`config.mk`:
```
export PLATFORM = sky130hd
export DESIGN_NAME = ball_ctl
export DESIGN_NICKNAME = d
export VERILOG_FILES = /design/src/rtl/ball_ctl.sv
export SDC_FILE = /design/constraint.sdc
export NUM_CORES = 1
export LEC_CHECK = 0
export BUFFER_PORTS_ARGS = -buffer_cell sky130_fd_sc_hd__buf_2
export CAP_MARGIN = 0
export CORE_AREA = 4 4 93 95
export CTS_CLUSTER_DIAMETER = 150
export DETAILED_ROUTE_END_ITERATION = 10
export DIE_AREA = 0 0 97 99
export PLACE_DENSITY = 0.76
export SLEW_MARGIN = 15
export SYNTH_ARGS = -nofsm -noshare
export SYNTH_HDL_FRONTEND = slang
export SYNTH_SLANG_ARGS = --single-unit
export TNS_END_PERCENT = 30
```
`constraint.sdc`:
```
create_clock -name pclk -period 3.2 [get_ports pclk]
set_input_delay 0.64 -clock pclk [delete_from_list [all_inputs] [get_ports pclk]]
set_output_delay 0.64 -clock pclk [all_outputs]
set_load 0.02 [all_outputs]
```
`src/rtl/ball_ctl.sv`:
```
// Ball motion controller: steps the ball once per frame,
// bounces it off walls and paddle, and tracks lives and game state.
module ball_ctl #(
  parameter int SCREEN_W = 800,
  parameter int SCREEN_H = 600,
  parameter int BALL_R   = 10,
  parameter int STEP     = 4,
  parameter int PADDLE_Y = 560,
  parameter int PADDLE_W = 80,
  parameter int X_INIT   = 400,
  parameter int LIVES    = 3
) (
  input  logic        pclk,
  input  logic        reset,
  input  logic        vblnk_in,
  input  logic        start,
  input  logic [10:0] paddle_x,
  output logic [10:0] ball_x,
  output logic [10:0] ball_y,
  output logic        ball_lost,
  output logic [1:0]  lives,
  output logic [1:0]  game_state
);

  localparam logic [1:0] S_IDLE = 2'd0;
  localparam logic [1:0] S_MOVE = 2'd1;
  localparam logic [1:0] S_LOST = 2'd2;
  localparam logic [1:0] S_OVER = 2'd3;

  localparam logic [11:0] C_STEP  = 12'(STEP);
  localparam logic [11:0] C_R     = 12'(BALL_R);
  localparam logic [11:0] C_HALF  = 12'(PADDLE_W / 2);
  localparam logic [11:0] C_PW1   = 12'(PADDLE_W - 1);
  localparam logic [11:0] C_PY    = 12'(PADDLE_Y);
  localparam logic [11:0] C_X_MAX = 12'(SCREEN_W - 1 - BALL_R);
  localparam logic [11:0] C_Y_MAX = 12'(SCREEN_H - 1 - BALL_R);
  localparam logic [11:0] C_LOW   = 12'(BALL_R + STEP);
  localparam logic [10:0] C_Y_PAD = 11'(PADDLE_Y - BALL_R - 1);
  localparam logic [10:0] C_X_INI = 11'(X_INIT);
  localparam logic [1:0]  C_LIVES = 2'(LIVES);

  logic [1:0]  state_q, state_d;
  logic [10:0] x_q, x_d;
  logic [10:0] y_q, y_d;
  logic        dir_x_q, dir_x_d;
  logic        dir_y_q, dir_y_d;
  logic        lost_q, lost_d;
  logic [1:0]  lives_q, lives_d;
  logic        vblnk_q;

  logic        tick;
  logic [11:0] px12, x12, y12, centre;
  logic        pad_hit;

  assign tick   = vblnk_in & ~vblnk_q;
  assign px12   = {1'b0, paddle_x};
  assign x12    = {1'b0, x_q};
  assign y12    = {1'b0, y_q};
  assign centre = px12 + C_HALF;

  assign pad_hit = (y12 + C_R < C_PY)
                && (y12 + C_STEP + C_R >= C_PY)
                && (x12 >= px12)
                && (x12 <= px12 + C_PW1);

  // Next-state: game FSM plus per-axis ball motion on frame tick
  always_comb begin
    state_d = state_q;
    x_d     = x_q;
    y_d     = y_q;
    dir_x_d = dir_x_q;
    dir_y_d = dir_y_q;
    lives_d = lives_q;
    lost_d  = 1'b0;
    if (tick) begin
      case (state_q)
        S_IDLE: begin
          x_d = centre[10:0];
          y_d = C_Y_PAD;
          if (start) begin
            state_d = S_MOVE;
            dir_x_d = 1'b1;
            dir_y_d = 1'b0;
          end
        end
        S_MOVE: begin
          if (dir_x_q) begin
            if (x12 + C_STEP > C_X_MAX) begin
              x_d     = C_X_MAX[10:0];
              dir_x_d = 1'b0;
            end else begin
              x_d = x_q + C_STEP[10:0];
            end
          end else begin
            if (x12 < C_LOW) begin
              x_d     = C_R[10:0];
              dir_x_d = 1'b1;
            end else begin
              x_d = x_q - C_STEP[10:0];
            end
          end
          if (!dir_y_q) begin
            if (y12 < C_LOW) begin
              y_d     = C_R[10:0];
              dir_y_d = 1'b1;
            end else begin
              y_d = y_q - C_STEP[10:0];
            end
          end else if (pad_hit) begin
            y_d     = C_Y_PAD;
            dir_y_d = 1'b0;
          end else if (y12 + C_STEP > C_Y_MAX) begin
            y_d     = C_Y_MAX[10:0];
            lost_d  = 1'b1;
            lives_d = (lives_q == 2'd0) ? 2'd0 : lives_q - 2'd1;
            state_d = S_LOST;
          end else begin
            y_d = y_q + C_STEP[10:0];
          end
        end
        S_LOST: begin
          if (lives_q == 2'd0) begin
            state_d = S_OVER;
          end else begin
            state_d = S_IDLE;
            x_d     = centre[10:0];
            y_d     = C_Y_PAD;
          end
        end
        default: begin
          if (start) begin
            lives_d = C_LIVES;
            state_d = S_IDLE;
            x_d     = centre[10:0];
            y_d     = C_Y_PAD;
          end
        end
      endcase
    end
  end

  // State registers with asynchronous active-low reset
  always_ff @(posedge pclk or negedge reset) begin
    if (!reset) begin
      state_q <= S_IDLE;
      x_q     <= C_X_INI;
      y_q     <= C_Y_PAD;
      dir_x_q <= 1'b1;
      dir_y_q <= 1'b0;
      lost_q  <= 1'b0;
      lives_q <= C_LIVES;
      vblnk_q <= 1'b0;
    end else begin
      state_q <= state_d;
      x_q     <= x_d;
      y_q     <= y_d;
      dir_x_q <= dir_x_d;
      dir_y_q <= dir_y_d;
      lost_q  <= lost_d;
      lives_q <= lives_d;
      vblnk_q <= vblnk_in;
    end
  end

  assign ball_x     = x_q;
  assign ball_y     = y_q;
  assign ball_lost  = lost_q;
  assign lives      = lives_q;
  assign game_state = state_q;

endmodule

```
### Word level (Yosys, flattened, before mapping)

Index checks and enable logic that the tools add are counted.

* add/sub/neg operators: 11
* shift-type cells: 0
* magnitude comparators: 8
* bitwise logic cells: 3
* multipliers: 0
* reductions and logical operators: 14
* divide/modulo/power cells: 0
* equal/unequal tests: 7
* mux-type cells: 41

Operator list (count)
* 11-bit two-way mux: 11
* 11-bit one-hot mux with 3 select lines: 2
* 11-bit by 3-bit adder with 12-bit output, second input constant: 2
* 12-bit by 10-bit > comparator with 1-bit output, second input constant: 2
* 11-bit by 3-bit adder with 11-bit output, second input constant: 2
* 11-bit by 4-bit less-than comparator with 1-bit output, second input constant: 2
* 2-bit two-way mux: 11
* 11-bit by 3-bit subtractor with 11-bit output, second input constant: 2
* 1-bit two-way mux: 13
* 11-bit by 4-bit adder with 12-bit output, second input constant: 1
* 11-bit by 7-bit adder with 12-bit output, second input constant: 1
* 12-bit by 4-bit adder with 12-bit output, second input constant: 1
* 12-bit by 10-bit >= comparator with 1-bit output, second input constant: 1
* 11-bit by 12-bit <= comparator with 1-bit output: 1
* 12-bit by 10-bit less-than comparator with 1-bit output, second input constant: 1
* 6-bit AND reduction: 2
* 11-bit by 6-bit adder with 11-bit output, second input constant: 1
* 11-bit >= comparator: 1
* 2-bit inequality test, second input constant: 5
* 2-bit one-hot mux with 3 select lines: 1
* 3-bit AND reduction: 2
* 2-bit logical NOT: 2
* 1-bit one-hot mux with 2 select lines: 2
* 2-bit one-hot mux with 2 select lines: 1
* other kinds (10): 14

* bits in latches: 0
* RAM bits: 0
* output and inout bits: 27
* register bits after elaboration: 30
* memory bits (read-only): 0
* memories: 0

### Longest topological paths before layout

Gate-level depths: netlist of run 1.

* word-level depth: 10
* depth in mapped cells: 17

### Least setup slack after synthesis of run 1

Ideal clock, no wire load.

* path kind: input to register
* start: input paddle_x[3]
* end: register y_q[5], in the netlist ball_y[5]
* stages on the path: 14
* path slack: -0.612 ns
* setup time: 0.082 ns
* required time: 3.118 ns
* arrival time: 3.730 ns
* cells stage by stage: ha_1 -> or4_1 -> a21oi_1 -> nor2_1 -> xnor2_1 -> ha_1 -> nand3_1 -> a211oi_1 -> nor3_1 -> a2111oi_1 -> nor4_4 -> a31oi_1 -> a31oi_1 -> or2_1

* cells in the longest elaborated chain, start to end: 6
* elaborated cells between the ends (all ways): 8
* classes of those cells: add/sub: 1; order compare: 2; mux: 3; reduce/logical: 2

RTL lines
* start, declared: line 17 `input logic [10:0] paddle_x,`
* 11-bit by 7-bit adder with 12-bit output or 11-bit >= comparator (tied branches): line 64, 63
* 11-bit by 12-bit <= comparator with 1-bit output or 1-bit logical AND (tied branches): line 64, 63
* 1-bit logical AND *: line 64 `&& (x12 <= px12 + C_PW1);`
* 11-bit two-way mux *: line 109 `end else if (pad_hit) begin`
* 11-bit two-way mux *: line 102 `if (!dir_y_q) begin`
* 11-bit one-hot mux with 3 select lines *: line 76 `case (state_q)`
* end signal, assigned: line 156 `y_q <= y_d;`
* end, declared: line 44 `logic [10:0] y_q, y_d;`

Mark *: on every way between the ends. The rest lies on a longest branch, timed or not.
A chain may end at the register's enable or synchronous reset.

### Final worst setup path of run 1

* start: input paddle_x[3]
* end: register y_q[8], in the netlist ball_y[8]

Same word-level chain as after synthesis.

==> summary.md, run 1 <==
| Metric | Value |
|---|---|
| Total clock buffers created by CTS | `5` |
| Cell accounting for the most synthesized area | `dfrtp_1` |
| Worst flop-to-flop path endpoint | `lives[1]$_DFFE_PN1P_` |
| Clk_lat worst skew | `0.28 ns` |
| FF-to-FF path depth | `11` |
| Place WS | `-0.643 ns` |
| Final Max Tran Viols | `0` |
| Hold crit path type | `in -> async` |
| Number of synthesized flops with an enable pin | `0` |
| Worst vdd ir | `0.379 mV` |
| Endpoint class of the critical path | `register` |
| Initial core utilization | `0.478` |
| Top-count cell post-synth | `a21oi_1` |
| Clock Sinks | `30` |
| Initial antenna violation count | `0` |
| Unrepaired setup endpoints after global routing | `yes` |
| Post-synth top flop | `dfrtp_1` |
| Setup violators final | `7` |
| Number of fill cells | `676` |
| Layout Skew | `0.00717 ns` |
| Final Instance Count excl. Fillers | `666` |
| MaxCap Viol Count | `0` |
| Worst Tran Pin Value | `0.786 ns` |
| Synthesized area per cell | `7.41 sq um` |
| Post-synthesis to final-layout area growth | `21.8%` |
| CP required | `3.40 ns` |
| Grt peak-use layer | `met2` |
| Post-DP HPWL | `8460 um` |
| First-pass GRT wire length | `18,800 um` |
| Commonest cells post-synth | `46 x a21oi_1, 42 x nand2_1, 41 x o21ai_0, 35 x nor2_1, 34 x inv_1` |
| Synth async-reset ratio | `1.00` |
| YS warnings | `0` |
| Sum Neg Setup Slack | `-0.439 ns` |
| Final worst-path cycle share | `1.04` |
| Final Hold Fails | `0` |
| Die area | `0.00960 sq mm` |
| Met1 Use GR | `0.341` |
| Worst-path clk slew | `0.07 ns` |
| Met2 Usage GRT | `0.360` |
| H-tree lvl count | `2` |
| Total grt overflow | `0` |
| Min Tclk post-route | `3.31 ns` |
| Die Ht | `99 um` |
| Initial DRC count | `573` |
| Sequential area share after synthesis | `0.206` |
| CTS tree | `done` |
| Final ANT Viol Nets | `0` |
| Die width | `about 97 um` |
| Mapped Nets | `around 550` |
| P per Cell Area | `864 mW/mm^2` |
| Wire length per cell | `between 15 and 20 um` |
| Mapped Cells | `499` |
| Layout Utilization | `0.583` |
| Distinct cell type count after synthesis | `71` |
| Synth top area share | `0.135` |
| CTS root buf | `clkbuf_8` |
| GRT Total Usage | `0.233` |
| Pwr Total | `3.89 mW` |
| Drt first pass iters | `5` |
| Clock Tree Buf Depth | `2` |
| Row cnt | `32` |
| Diode count | `0` |
| Largest net degree at the start of global routing | `31` |
| Synth top area cells | `dfrtp_1 14%, ha_1 11%, dfstp_2 7.1%` |
| Share of layout cells above drive strength 1 | `0.243` |
| Critical path class | `in -> reg` |
| Hold_ws | `0.381 ns` |
| Met3 usage | `0.0410` |
| # nets final | `610` |
| Startpoint Class | `input pin` |
| Status | `finished, violations left` |
| Vias in the first global route | `3,883` |
| # IOs | `42` |
| IO buf count | `41` |
| Placement Cell Area | `0.00426 sq mm` |
| Worst EP arrival | `3.51 ns` |
| Worst R2R Setup Slack | `around 0.04 ns` |
| #FFs+latches synth | `30` |
| Setup ws final | `-0.112 ns` |
| Total Routed Length | `11,600 um` |
| Vias per inst | `around 6.3` |
| Design area | `0.00450 sq mm` |
| Core area | `0.00773 sq mm` |
| Synthesized cell area | `0.00370 sq mm` |
| CTS Hold Bufs | `0` |
| RR Startpoint | `ball_y[2]$_DFFE_PN1P_` |
| Vias | `4,225` |
| Leakage | `between 1.5 and 2 nW` |
| GPL Wtd Cong | `0.970` |
| Worst-path fanout max | `5` |
| Violated checks | `setup timing` |
| Max_slew headroom | `0.476` |
| DRC Markers | `0` |
| DP Cell Count | `654` |
| Max frequency | `302 MHz` |
==> per-layer routing <==
| layer | part of all wire | wire length, um |
|---|---|---|
| met5 | 0 | 0 |
| met4 | 0.018 | 214 |
| met3 | 0.082 | 948 |
| met2 | 0.45 | 5200 |
| met1 | 0.45 | 5200 |
==> sequential cells by signal, indices dropped and copies added, names as in the netlist <==
register	count
dir_y_q	1
dir_x_q	1
ball_y	11
ball_lost	1
vblnk_q	1
game_state	2
lives	2
ball_x	11
==> worst max-delay path by stage <==
stage	to	start	depth (start not counted)
after floorplan	ball_y[8]$_DFFE_PN0P_	paddle_x[3]	14
after global placement	lives[1]$_DFFE_PN1P_	paddle_x[3]	15
after detailed placement	lives[1]$_DFFE_PN1P_	paddle_x[1]	17
after CTS	ball_y[8]$_DFFE_PN0P_	paddle_x[3]	16
after global routing	lives[1]$_DFFE_PN1P_	paddle_x[1]	18
final	ball_y[8]$_DFFE_PN0P_	paddle_x[3]	16
==> power breakdown <==
group,internal [mW],switching (mW)
sequential,0.546,0.330
clock,0.332,0.152
combinational,1.00,1.53
total,1.88,2.01
==> worst max-delay path, stage by stage <==
cell and delay, ns:
buf_2 0.13, ha_4 0.16, or4_4 0.44, a21oi_4 0.18, nor2_1 0.07, xnor2_1 0.13, ha_1 0.31, nand3_2 0.10
a211oi_2 0.18, nor3_2 0.09, a2111oi_4 0.26, nor4_4 0.06, buf_6 0.15, nand2_2 0.11, or3b_1 0.36, a22oi_1 0.15
==> cell type report <==
| cell class | count | area (sq um) | area share |
|---|---|---|---|
| clock buffers | 6 | 82.6 | 0.0183 |
| clock inverters | 2 | 60.1 | 0.0133 |
| inverters | 34 | 128 | 0.0283 |
| multi-input cells | 404 | 2780 | 0.617 |
| flip-flops and latches | 30 | 763 | 0.170 |
| well taps | 102 | 128 | 0.0283 |
| repair buffers | 88 | 562 | 0.125 |
==> cell families (layout without fill, tap and decap cells) <==
kind of cell / after synthesis / after routing / share of synthesized area
compound gates: 169 / 169 / 0.301
xor+xnor: 20 / 20 / 0.0474
fa+ha+maj: 32 / 32 / 0.108
buf+inv: 66 / 130 / 0.0758
flops: 30 / 30 / 0.206
mux: 4 / 4 / 0.0108
simple gates: 178 / 179 / 0.250
==> repair_timing <==
action,in CTS,in global routing
buffers inserted,2,2
setup endpoints to repair,15,16
pin swaps,4,2
cloned,1,0
gates resized for setup,9,4
==> layout by cell type, fill, tap and decap left out, types with 5 or more instances in the layout <==
| cell | instances |
|---|---|
| clkbuf_8 | 6 |
| dfrtp_1 | 20 |
| o31ai_1 | 6 |
| xnor2_1 | 17 |
| a31oi_1 | 8 |
| nand2_1 | 42 |
| nor3_1 | 11 |
| o21ai_0 | 40 |
| nand3_1 | 22 |
| ha_1 | 29 |
| a21o_1 | 5 |
| nand4_1 | 11 |
| nand2b_1 | 5 |
| a211oi_1 | 5 |
| nor2b_1 | 6 |
| buf_4 | 46 |
| buf_2 | 41 |
| o211ai_1 | 5 |
| nor2_1 | 34 |
| and3_1 | 8 |
| a21oi_1 | 45 |
| inv_1 | 34 |
| dfstp_2 | 10 |
Power figures use the tool's default switching activity.
==> run 2, diff against run 1 <==
- REMOVE_ABC_BUFFERS: unset -> 1
==> summary.md, run 2 (synthesis gave the netlist of run 1 again) <==
| Metric | Value |
|---|---|
| Status | `finished, violations left` |
| Violated checks | `setup timing` |
| Share of layout cells above drive strength 1 | `0.270 (+0.0271)` |
| # IOs | `42 (unchanged)` |
| Layout Skew | `0.0103 ns (+0.00309 ns)` |
| Initial DRC count | `291 (-49%)` |
| Diode count | `0 (unchanged)` |
| GRT Total Usage | `0.245 (+0.0114)` |
| CTS tree | `done` |
| Wire length per cell | `17.9 um (+2.8%)` |
| Worst vdd ir | `0.555 mV (+46%)` |
| First-pass GRT wire length | `19,700 um (+4.4%)` |
| Clock Tree Buf Depth | `2 (unchanged)` |
| CP required | `3.42 ns (+0.02 ns)` |
| Max frequency | `298 MHz (-1.4%)` |
| Final worst-path cycle share | `1.05 (+0.0151)` |
| IO buf count | `41 (unchanged)` |
| Core area | `0.00773 sq mm (unchanged)` |
| Initial antenna violation count | `0 (unchanged)` |
| Post-DP HPWL | `8860 um (+4.7%)` |
| Worst EP arrival | `3.58 ns (+0.07 ns)` |
| P per Cell Area | `828 mW/mm^2 (-4.2%)` |
| Row cnt | `32 (unchanged)` |
| Drt first pass iters | `5 (unchanged)` |
| Leakage | `2.02 nW (+1.7%)` |
| DRC Markers | `0 (unchanged)` |
| MaxCap Viol Count | `0 (unchanged)` |
| Die area | `0.00960 sq mm (unchanged)` |
| Commonest non-fill, non-tap cells in the layout | `55 x buf_4, 44 x a21oi_1, 40 x nand2_1, 40 x buf_2, 36 x o21ai_0` |
| Setup violators final | `14 (+7)` |
| Worst-path clk slew | `0.08 ns (about the same)` |
| Endpoint class of the critical path | `register` |
| Worst Tran Pin Value | `0.749 ns (-0.0373 ns)` |
| Die Ht | `99 um (unchanged)` |
| Final ANT Viol Nets | `0 (unchanged)` |
| # nets final | `620 (+1.6%)` |
| Vias in the first global route | `4,093 (+5.4%)` |
| CTS root buf | `clkbuf_8` |
| Critical path class | `in -> reg` |
| Vias | `4,305 (+1.9%)` |
| Vias per inst | `6.37 (+0.39%)` |
| Clock Sinks | `30 (unchanged)` |
| Worst-path fanout max | `4 (-1)` |
| Post-synthesis to final-layout area growth | `23.7%` |
| Setup ws final | `-0.161 ns (-0.0482 ns)` |
| Startpoint Class | `input pin` |
| Hold crit path type | `in -> async` |
| Most common cell after layout, fill and taps aside | `buf_4` |
| Unrepaired setup endpoints after global routing | `yes` |
| Initial core utilization | `0.478 (unchanged)` |
| H-tree lvl count | `2 (unchanged)` |
| GPL Wtd Cong | `0.975 (+0.56%)` |
| Clk_lat worst skew | `0.29 ns (about the same)` |
| Final Hold Fails | `0 (unchanged)` |
| Total clock buffers created by CTS | `5 (unchanged)` |
| Max_slew headroom | `0.501 (+0.0249)` |
| Min Tclk post-route | `3.36 ns (+0.0482 ns)` |
| Total Routed Length | `12,100 um (+4.4%)` |
| Die width | `97 um (unchanged)` |
| Sum Neg Setup Slack | `-0.841 ns (-0.402 ns)` |
| Total grt overflow | `0 (unchanged)` |
| Final Max Tran Viols | `0 (unchanged)` |
| Pwr Total | `3.79 mW (-2.6%)` |
| Largest net degree at the start of global routing | `31 (unchanged)` |
==> run 2: cell count changes in the layout (fill, tap and decap cells not counted), sizes merged <==
cell      before  now
buf           88   99
nand2         45   44
clkinvlp       0    1
clkinv         0    1
bufinv         2    0
==> run 2: routing by layer <==
layer	track usage	share of wire	vias up
li1	-	-	1992
met1	0.305	0.41	2040
met4	0.0972	0.036	0
met3	0.0410	0.077	44
met5	0	0	-
met2	0.420	0.48	229
==> run 2: stage by stage <==
stage | std cells | utilization | area (sq um) | setup WS [ns] | hold slack (ns)
6_report | 676 | 0.592 | 4570 | -0.161 | 0.407
5_1_grt | 676 | 0.592 | 4570 | -0.295 | 0.451
4_1_cts | 673 | 0.579 | 4470 | -0.208 | 0.423
3_5_place_dp | 664 | 0.554 | 4280 | -0.875 | 0.527
3_3_place_gp | 664 | 0.554 | 4280 | -0.763 | 0.488
2_1_floorplan | 467 | - | 3540 | -0.686 | 0.344
==> run 2: report_power, final <==
| part | total (mW) | switching, mW | internal (mW) |
|---|---|---|---|
| registers | 0.838 | 0.292 | 0.547 |
| logic | 2.62 | 1.57 | 1.05 |
| clock network | 0.329 | 0.156 | 0.173 |
| total | 3.79 | 2.01 | 1.77 |
==> run 2: critical path, stage by stage <==
cell and delay, ns:
buf_6 0.09, buf_6 0.10, or4_4 0.54, a21oi_4 0.16, nor2_2 0.05, xnor2_1 0.13, ha_1 0.31, nand3_2 0.11
a211oi_2 0.24, nor3_2 0.09, a2111oi_4 0.35, nor4_4 0.08, buf_4 0.15, a31oi_4 0.19, a31oi_1 0.10, or2_1 0.24
==> run 2: what timing repair did <==
| item | CTS | global route |
|---|---|---|
| pin swaps | 20 | 11 |
| cloned | 1 | 0 |
| resized for setup | 23 | 18 |
| setup buffers | 1 | 4 |
| setup endpoints to repair | 16 | 16 |
| hold buffers | 0 | 0 |
==> run 2: cell type report <==
| class | count | area, sq um |
|---|---|---|
| fillers | 707 | 3150 |
| multi-input cells | 403 | 2800 |
| flip-flops and latches | 30 | 763 |
| repair buffers | 99 | 658 |
| inverters | 34 | 130 |
| well taps | 102 | 128 |
| clock buffers | 6 | 82.6 |
| clock inverters | 2 | 12.5 |
==> run 2: path summary, 6_finish.rpt <==
check / start / end / slack (ns) / cells past startpoint
max in group asynchronous: reset / ball_x[10]$_DFFE_PN0P_ / 2.32 / 1
min in group pclk: vblnk_in / vblnk_q$_DFF_PN0_ / 0.48 / 1
min: reset / ball_x[0]$_DFFE_PN0P_ / 0.41 / 1
max reg2reg: ball_y[2]$_DFFE_PN1P_ / ball_y[7]$_DFFE_PN0P_ / 0.13 / 10
max: paddle_x[0] / ball_y[5]$_DFFE_PN1P_ / -0.16 / 16
min reg2reg: lives[1]$_DFFE_PN1P_ / lives[1]$_DFFE_PN1P_ / 0.51 / 2
